<file path="src/rtl/sar_search_sixteenbit_if.sv">
// Search-engine <-> comparator bus: start request, comparator flags in,
// probe/status/result out. master = search engine, slave = comparator/host side.
interface sar_search_sixteenbit_if #(parameter int WIDTH = 16);
  logic             start;
  logic             cmp_gt;
  logic             cmp_lt;
  logic             cmp_eq;
  logic [WIDTH-1:0] probe;
  logic             busy;
  logic             done;
  logic [WIDTH-1:0] result;
  logic [4:0]       iters;
  logic             err;

  modport master (
    input  start, cmp_gt, cmp_lt, cmp_eq,
    output probe, busy, done, result, iters, err
  );

  modport slave (
    output start, cmp_gt, cmp_lt, cmp_eq,
    input  probe, busy, done, result, iters, err
  );
endinterface

</file>
<file path="src/rtl/sar_search_sixteenbit.sv">
// MSB-first successive-approximation search against an external magnitude
// comparator holding the target; one compare per cycle, done pulse on exit.
module sar_search_sixteenbit #(
  parameter int WIDTH = 16
) (
  input logic                    clk,
  input logic                    rst_n,
  sar_search_sixteenbit_if.master bus
);
  localparam int KW = (WIDTH > 1) ? $clog2(WIDTH) : 1;
  localparam logic [KW-1:0] K_TOP = KW'(WIDTH - 1);
  localparam logic [KW-1:0] K_ONE = KW'(1);

  typedef enum logic [1:0] {S_IDLE, S_SEARCH, S_DONE} state_t;

  state_t           state_q, state_d;
  logic [WIDTH-1:0] probe_q, probe_d;
  logic [WIDTH-1:0] result_q, result_d;
  logic [KW-1:0]    k_q, k_d;
  logic [4:0]       iters_q, iters_d;
  logic             err_q, err_d;
  logic             one_hot;

  assign one_hot = (({bus.cmp_gt, bus.cmp_lt, bus.cmp_eq} == 3'b100) ||
                    ({bus.cmp_gt, bus.cmp_lt, bus.cmp_eq} == 3'b010) ||
                    ({bus.cmp_gt, bus.cmp_lt, bus.cmp_eq} == 3'b001));

  always_ff @(posedge clk or negedge rst_n) begin
    if (!rst_n) begin
      state_q  <= S_IDLE;
      probe_q  <= '0;
      result_q <= '0;
      k_q      <= '0;
      iters_q  <= '0;
      err_q    <= 1'b0;
    end else begin
      state_q  <= state_d;
      probe_q  <= probe_d;
      result_q <= result_d;
      k_q      <= k_d;
      iters_q  <= iters_d;
      err_q    <= err_d;
    end
  end

  always_comb begin
    state_d  = state_q;
    probe_d  = probe_q;
    result_d = result_q;
    k_d      = k_q;
    iters_d  = iters_q;
    err_d    = err_q;
    case (state_q)
      S_IDLE: begin
        if (bus.start) begin
          state_d              = S_SEARCH;
          probe_d              = '0;
          probe_d[WIDTH-1]     = 1'b1;
          k_d                  = K_TOP;
          iters_d              = '0;
          err_d                = 1'b0;
        end
      end
      S_SEARCH: begin
        iters_d = iters_q + 5'd1;
        state_d = S_DONE;
        if (!one_hot) begin
          err_d    = 1'b1;
          result_d = probe_q;
        end else if (bus.cmp_eq) begin
          result_d = probe_q;
        end else if (k_q == '0) begin
          // gt on the last trial bit means the comparator contradicted itself
          result_d = probe_q;
          if (bus.cmp_lt) result_d[0] = 1'b0;
          else            err_d       = 1'b1;
        end else begin
          state_d = S_SEARCH;
          if (bus.cmp_lt) probe_d[k_q] = 1'b0;
          probe_d[k_q - K_ONE] = 1'b1;
          k_d = k_q - K_ONE;
        end
      end
      S_DONE:  state_d = S_IDLE;
      default: state_d = S_IDLE;
    endcase
  end

  assign bus.probe  = probe_q;
  assign bus.busy   = (state_q == S_SEARCH);
  assign bus.done   = (state_q == S_DONE);
  assign bus.result = result_q;
  assign bus.iters  = iters_q;
  assign bus.err    = err_q;
endmodule

</file>
<file path="src/flat_wrapper.sv">
// flat-port wrapper written by rule: the top's interface ports become plain ports
module sar_search_sixteenbit_flat 
#(
  parameter int WIDTH = 16
)
  (clk, rst_n, bus_start, bus_cmp_gt, bus_cmp_lt, bus_cmp_eq, bus_probe, bus_busy, bus_done, bus_result, bus_iters, bus_err);
  sar_search_sixteenbit_if #(.WIDTH(WIDTH)) bus_i ();
  input logic clk;
  input logic rst_n;
  input wire logic [$bits(bus_i.start)-1:0] bus_start;
  input wire logic [$bits(bus_i.cmp_gt)-1:0] bus_cmp_gt;
  input wire logic [$bits(bus_i.cmp_lt)-1:0] bus_cmp_lt;
  input wire logic [$bits(bus_i.cmp_eq)-1:0] bus_cmp_eq;
  output wire logic [$bits(bus_i.probe)-1:0] bus_probe;
  output wire logic [$bits(bus_i.busy)-1:0] bus_busy;
  output wire logic [$bits(bus_i.done)-1:0] bus_done;
  output wire logic [$bits(bus_i.result)-1:0] bus_result;
  output wire logic [$bits(bus_i.iters)-1:0] bus_iters;
  output wire logic [$bits(bus_i.err)-1:0] bus_err;
  assign bus_i.start = bus_start;
  assign bus_i.cmp_gt = bus_cmp_gt;
  assign bus_i.cmp_lt = bus_cmp_lt;
  assign bus_i.cmp_eq = bus_cmp_eq;
  assign bus_probe = bus_i.probe;
  assign bus_busy = bus_i.busy;
  assign bus_done = bus_i.done;
  assign bus_result = bus_i.result;
  assign bus_iters = bus_i.iters;
  assign bus_err = bus_i.err;
  sar_search_sixteenbit #(.WIDTH(WIDTH)) u_core (.clk(clk), .rst_n(rst_n), .bus(bus_i));
endmodule
</file>
<file path="config.mk">
export PLATFORM = sky130hd
export DESIGN_NAME = sar_search_sixteenbit_flat
export DESIGN_NICKNAME = d
export VERILOG_FILES = /design/src/rtl/sar_search_sixteenbit_if.sv /design/src/rtl/sar_search_sixteenbit.sv /design/src/flat_wrapper.sv
export SDC_FILE = /design/constraint.sdc
export NUM_CORES = 1
export LEC_CHECK = 0
export ABC_AREA = 0
export CAP_MARGIN = 20
export CORE_MARGIN = 2
export CORE_UTILIZATION = 50
export DETAILED_ROUTE_END_ITERATION = 16
export DONT_BUFFER_PORTS = 1
export PLACE_DENSITY_LB_ADDON = 0.08
export RECOVER_POWER = 25
export SETUP_SLACK_MARGIN = 0.3
export SYNTH_ARGS = -nofsm -noshare
export SYNTH_HDL_FRONTEND = slang
export SYNTH_SLANG_ARGS = --single-unit
</file>
<file path="constraint.sdc">
create_clock -name clk -period 4.1 [get_ports clk]
set_input_delay 0.615 -clock clk [delete_from_list [all_inputs] [get_ports clk]]
set_output_delay 0.615 -clock clk [all_outputs]
set_load 0.02 [all_outputs]
</file>
# Word level (Yosys, flattened, before mapping)
# Index checks and enable logic that the tools add are counted.
[totals] regBits=44 in_bits=6
[op_classes] bitwise=3 muxes=36 reduce_logical=11 order_cmp=4 n_eq_ne=13 add_sub_neg=2
[op_table] cell="16-bit two-way mux" n=12
[op_table] cell="16-bit one-hot mux with 2 select lines" n=1
[op_table] cell="16-bit bitwise AND" n=1
[op_table] cell="4-bit two-way mux" n=4
[op_table] cell="16-bit inverter" n=1
[op_table] cell="16-bit OR" n=1
[op_table] cell="3-bit inequality test (second input constant)" n=4
[op_table] cell="4-bit by 5-bit < comparator with 1-bit output (second input constant)" n=2
[op_table] cell="5-bit one-hot mux with 2 select lines" n=1
[op_table] cell="5-bit AND reduction" n=2
[op_table] cell="1-bit demux with 4-bit select" n=2
[op_table] cell="4-bit by 1-bit greater-or-equal comparator with 1-bit output (second input constant)" n=2
[op_table] cell="1-bit two-way mux" n=8
[op_table] cell="2-bit two-way mux" n=4
[op_table] cell="4-bit one-hot mux with 2 select lines" n=1
[op_table] cell="2-bit inequality test (second input constant)" n=3
[op_table] cell="5-bit by 1-bit adder with 5-bit output (second input constant)" n=1
[op_table] cell="5-bit two-way mux" n=1
[op_table] cell="4-bit zero test" n=1
[op_table] cell="2-bit one-hot mux with 2 select lines" n=1
[op_table] cell="2-bit AND reduction" n=2
[op_table] cell="4-bit by 1-bit subtractor with 4-bit output (second input constant)" n=1
[op_table] cell="3-bit by 1-bit equality test with 1-bit output (second input constant)" n=1
[op_table] cell="3-bit by 2-bit equality test with 1-bit output (second input constant)" n=1
[op_table] cell="9 further kinds" n=11

# Longest topological paths before layout
[depth] ltp_word=16 mapped_depth=7 depth_no_buf=6

# Worst setup path before layout
# OpenSTA, ideal clock, no wires.
[synth_path] kind="reg2reg" startpoint="reg u_core.k_q[0]" endpoint="reg u_core.result_q[10], in the netlist u_core.bus.result[10]" n_path_buf=1 t_arrival_ns=2.002 required_ns=3.975 path_stages_with_launch=7 path_slack_ns=1.973 period_less_slack_ns=2.127 setup_time_ns=0.125 path_cell_list="dfrtp_1 -> inv_1 -> ha_1 -> nor3b_4 -> o31ai_4 -> buf_4 -> mux2_2"
[synth_via] elab_chain_len=3
[synth_rtl] item="start: declaration" line="sar_search_sixteenbit.sv:19" text="logic [KW-1:0] k_q, k_d;"
[synth_rtl] item="start signal: assignment" line="sar_search_sixteenbit.sv:40" text="k_q <= k_d;"
[synth_rtl] item="4-bit zero test" line="sar_search_sixteenbit.sv:72" text="end else if (k_q == '0) begin"
[synth_rtl] item="3-bit inequality test (no line)"
[synth_rtl] item="2-bit AND reduction (no line)"
[synth_rtl] item="end signal: assignment" line="sar_search_sixteenbit.sv:39" text="result_q <= result_d;"
[synth_rtl] item="end: declaration" line="sar_search_sixteenbit.sv:18" text="logic [WIDTH-1:0] result_q, result_d;"
# No other way between the ends.
# A chain may end at the register's enable or synchronous reset.

# Worst setup path in the final report
[layout_path] startpoint="reg u_core.k_q[0]" endpoint="reg u_core.result_q[7], in the netlist u_core.bus.result[7]"
# Same word-level chain as after synthesis.

==> flow_results.xml <==
<?xml version="1.0" encoding="UTF-8"?>
<metrics>
  <group name="global_routing">
    <metric name="grt_overall_usage" unit="%">18.7</metric>
    <metric name="first_global_vias" unit="">1402</metric>
    <metric name="overflow_after_grt" unit="">0</metric>
    <metric name="antenna_found_initial" unit="">0</metric>
    <metric name="grt_pass1_wl" unit="microns">6970</metric>
    <metric name="grt_max_degree" unit="">25</metric>
  </group>
  <group name="sta">
    <metric name="drv_slew" unit="">0</metric>
    <metric name="setup_repair_after_global_routing_missed_its_margin" unit="">no</metric>
    <metric name="maxSlewHeadroom" unit="%">17.0</metric>
    <metric name="final_setup_tns" unit="ns">0</metric>
    <metric name="hold_violations" unit="">0</metric>
    <metric name="timing.fmax" unit="MHz">391</metric>
    <metric name="skew" unit="ns">0.00429</metric>
    <metric name="post-route-period-util" unit="%">62.4</metric>
    <metric name="period_needed" unit="ns">2.56</metric>
    <metric name="finalSetupViolCount" unit="">0</metric>
    <metric name="finalWorstSetupSlack" unit="ns">1.54</metric>
    <metric name="timing_worst_slew_pin_value" unit="ns">1.24</metric>
  </group>
  <group name="cts">
    <metric name="clock_insertion_delay_worst_skew" unit="ns">0.29</metric>
    <metric name="clock_sink_count" unit="">44</metric>
    <metric name="cts-resized-gates" unit="">0</metric>
    <metric name="cts_setup_buffers" unit="">0</metric>
    <metric name="maximum_clock_path_buffer_count" unit="">2</metric>
    <metric name="htree_levels" unit="">2</metric>
    <metric name="clkSlewWorstSetupHoldPaths" unit="ns">0.08</metric>
    <metric name="tritoncts" unit="">built</metric>
    <metric name="cts_inserted_buffers" unit="">5</metric>
    <metric name="cts.root.buffer_cell" unit="">sky130_fd_sc_hd__clkbuf_8</metric>
  </group>
  <group name="route">
    <metric name="wire_per_inst" unit="microns">18.9</metric>
    <metric name="routed_via_density" unit="">6.28</metric>
    <metric name="drt-initial-drc-count" unit="">72</metric>
    <metric name="firstDrtPassIters" unit="">4</metric>
    <metric name="total_number_of_vias" unit="">1414</metric>
    <metric name="totalWireLength" unit="microns">4260</metric>
    <metric name="drcViolationCount" unit="">0</metric>
    <metric name="remaining_antenna_violation_count" unit="">0</metric>
  </group>
  <group name="logic_synthesis">
    <metric name="ys_warn_count" unit="">0</metric>
    <metric name="synth-edff-count" unit="">0</metric>
    <metric name="ys_async_sr_fraction" unit="%">100</metric>
    <metric name="synth-seq-area-share" unit="%">51.4</metric>
    <metric name="syn_nets" unit="">187</metric>
    <metric name="syn_area_per_cell" unit="sq um">12.3</metric>
    <metric name="yosysMostFrequentCell" unit="">sky130_fd_sc_hd__dfrtp_1</metric>
    <metric name="post-synth-top-area-fraction" unit="%">51.4</metric>
    <metric name="ys.flop_type" unit="">sky130_fd_sc_hd__dfrtp_1</metric>
    <metric name="synthTopCellsByArea" unit="">sky130_fd_sc_hd__dfrtp_1 51%, sky130_fd_sc_hd__mux2_2 8.9%, sky130_fd_sc_hd__a32o_2 4.2%, sky130_fd_sc_hd__ha_1 4.1%, sky130_fd_sc_hd__a32o_1 2.8%</metric>
    <metric name="post-synth-top-area-cell" unit="">sky130_fd_sc_hd__dfrtp_1</metric>
    <metric name="yosysUniqueCellTypes" unit="">42</metric>
    <metric name="syn_inst" unit="">174</metric>
    <metric name="synth_seq_cells" unit="">44</metric>
    <metric name="post_synth_most_frequent_cells" unit="">44 x sky130_fd_sc_hd__dfrtp_1, 17 x sky130_fd_sc_hd__mux2_2, 9 x sky130_fd_sc_hd__nand2_1</metric>
    <metric name="synth.cell_area" unit="sq mm">0.00214</metric>
  </group>
  <group name="worst_setup_path">
    <metric name="data_arrival_time_of_the_critical_path" unit="ns">2.74</metric>
    <metric name="timing.critical_path.to_type" unit="">flip-flop</metric>
    <metric name="critPathKind" unit="">flip-flop to flip-flop</metric>
    <metric name="worstRegToRegCells" unit="">5</metric>
    <metric name="crit_required" unit="ns">4.28</metric>
    <metric name="critical_path_startpoint_category" unit="">flip-flop</metric>
    <metric name="regToRegEndpoint" unit="">u_core.bus.result[7]$_DFFE_PN0P_</metric>
    <metric name="r2r-start" unit="">u_core.k_q[0]$_DFFE_PN0P_</metric>
    <metric name="critPathMaxFanout" unit="">19</metric>
    <metric name="r2r_slack" unit="ns">1.54</metric>
  </group>
  <group name="cells_and_area">
    <metric name="stdcell_area" unit="sq mm">0.00226</metric>
    <metric name="area_growth" unit="%">5.79</metric>
    <metric name="final_layout_size_suffix_gt1_share" unit="%">24.0</metric>
    <metric name="layout.nets" unit="">187</metric>
    <metric name="antenna-diode-count" unit="">0</metric>
  </group>
  <group name="min_path">
    <metric name="hold_end" unit="">u_core.bus.err$_DFFE_PN0P_</metric>
    <metric name="min-delay-start" unit="">bus_cmp_gt</metric>
    <metric name="min_delay_path_depth" unit="">2</metric>
    <metric name="min_path_type" unit="">input port to flip-flop</metric>
  </group>
  <group name="die">
    <metric name="floorplan.die.height" unit="microns">69.4</metric>
    <metric name="row_count" unit="">23</metric>
    <metric name="placeableCoreArea" unit="sq mm">0.00406</metric>
    <metric name="die-width" unit="microns">69.4</metric>
    <metric name="design.die.area" unit="sq mm">0.00482</metric>
    <metric name="number_of_top_level_pins" unit="">46</metric>
    <metric name="initial_core_utilization" unit="%">52.8</metric>
  </group>
  <group name="run">
    <metric name="max-cap-violations" unit="">0</metric>
  </group>
  <group name="place">
    <metric name="dp_slack" unit="ns">1.53</metric>
    <metric name="finalWeightedCongestion" unit="">0.858</metric>
    <metric name="placement.io_buffers" unit="">0</metric>
    <metric name="dpl_cell_area" unit="sq mm">0.00216</metric>
    <metric name="dp.final_hpwl" unit="microns">2910</metric>
  </group>
  <group name="outcome">
    <metric name="run_status" unit="">complete, no violations</metric>
  </group>
  <group name="power_and_ir_drop">
    <metric name="power.static_leakage" unit="nW">1.06</metric>
    <metric name="post-layout-total-power" unit="W">0.00115</metric>
    <metric name="ir_drop" unit="uV">254</metric>
    <metric name="power.density" unit="mW/mm^2">507</metric>
  </group>
</metrics>
-- layout make-up --
cell class,instances,area (sq um)
clock buffers,6,82.6
repair buffers,2,13.8
inverters,3,11.3
fillers,344,1790
multi-input cells,118,983
well taps,50,62.6
clock inverters,2,10.0
flip-flops and latches,44,1100
-- layer usage --
layer | vias up | wire length [microns] | global-route usage [%]
met5 | - | 0 | 0
met4 | 0 | 23 | 5.88
met3 | 2 | 295 | 6.69
met2 | 47 | 1980 | 28.0
met1 | 712 | 1960 | 25.4
li1 | 653 | - | -
-- state kept, by name, indices dropped and copies added, names as in the netlist --
signal,cells
u_core.state_q,2
u_core.k_q,4
u_core.bus.probe,16
u_core.bus.iters,5
u_core.bus.result,16
u_core.bus.err,1
-- logic make-up after synthesis --
| kind of cell | share of synthesized area [%] |
|---|---|
| AO/OA/AOI/OAI | 14.7 |
| multiplexers | 8.94 |
| XOR/XNOR | 1.58 |
| adder cells (fa/ha/maj) | 4.09 |
| AND/OR/NAND/NOR | 16.7 |
| flip-flops | 51.4 |
| buffers and inverters | 2.63 |
-- worst max path at each step --
stage / end / slack (ns) / from
floorplan: u_core.bus.result[10]$_DFFE_PN0P_ / 1.97 / u_core.k_q[0]$_DFFE_PN0P_
global placement: u_core.bus.result[12]$_DFFE_PN0P_ / 1.67 / u_core.k_q[0]$_DFFE_PN0P_
detailed placement: u_core.bus.result[7]$_DFFE_PN0P_ / 1.53 / u_core.k_q[0]$_DFFE_PN0P_
CTS: u_core.bus.result[7]$_DFFE_PN0P_ / 1.52 / u_core.k_q[0]$_DFFE_PN0P_
global route: u_core.bus.result[9]$_DFFE_PN0P_ / 1.38 / u_core.k_q[0]$_DFFE_PN0P_
finish: u_core.bus.result[7]$_DFFE_PN0P_ / 1.54 / u_core.k_q[0]$_DFFE_PN0P_
-- per-stage QoR --
| stage | std cells | util, % | hold WS (ns) |
|---|---|---|---|
| 5_1_grt | 225 | 55.8 | 0.504 |
| 3_5_place_dp | 215 | 53.2 | 0.320 |
| 2_1_floorplan | 174 | - | 0.319 |
| 3_3_place_gp | 215 | 53.2 | 0.320 |
| 6_report | 225 | 55.8 | 0.512 |
| 4_1_cts | 224 | 56.0 | 0.000339 |
-- critical path: stages (launching register included) --
cell	delay, ns
sky130_fd_sc_hd__dfrtp_1	0.50
sky130_fd_sc_hd__inv_1	0.13
sky130_fd_sc_hd__ha_1	0.32
sky130_fd_sc_hd__nor3b_4	0.22
sky130_fd_sc_hd__o31ai_4	0.83
sky130_fd_sc_hd__mux2_2	0.42
-- what timing repair did --
action                                  4_1_cts  5_1_grt
hold endpoints to repair                     24       20
endpoints found under the setup margin        0        0
hold buffers                                  1        1
-- where the power goes --
part	total, W	internal, W	switching, W
combinational	0.000259	0.000105	0.000153
sequential	0.000614	0.000490	0.000124
clock	0.000275	0.000134	0.000140
total	0.00115	0.000730	0.000417
-- placed cells by master (no fill, tap or decap), types with 3 or more instances in the layout --
cell,count
sky130_fd_sc_hd__nor3_1,6
sky130_fd_sc_hd__nand3_1,8
sky130_fd_sc_hd__ha_1,7
sky130_fd_sc_hd__inv_1,3
sky130_fd_sc_hd__o21ai_0,8
sky130_fd_sc_hd__nand3b_1,5
sky130_fd_sc_hd__a32o_2,8
sky130_fd_sc_hd__nand4_1,3
sky130_fd_sc_hd__mux2_2,17
sky130_fd_sc_hd__clkbuf_8,6
sky130_fd_sc_hd__nand2b_1,3
sky130_fd_sc_hd__a21oi_1,4
sky130_fd_sc_hd__dfrtp_1,44
sky130_fd_sc_hd__a32o_1,6
sky130_fd_sc_hd__nand2_1,9
sky130_fd_sc_hd__a22o_1,3
sky130_fd_sc_hd__nor2_1,4
Note: power is estimated with default switching activity, not from simulation.
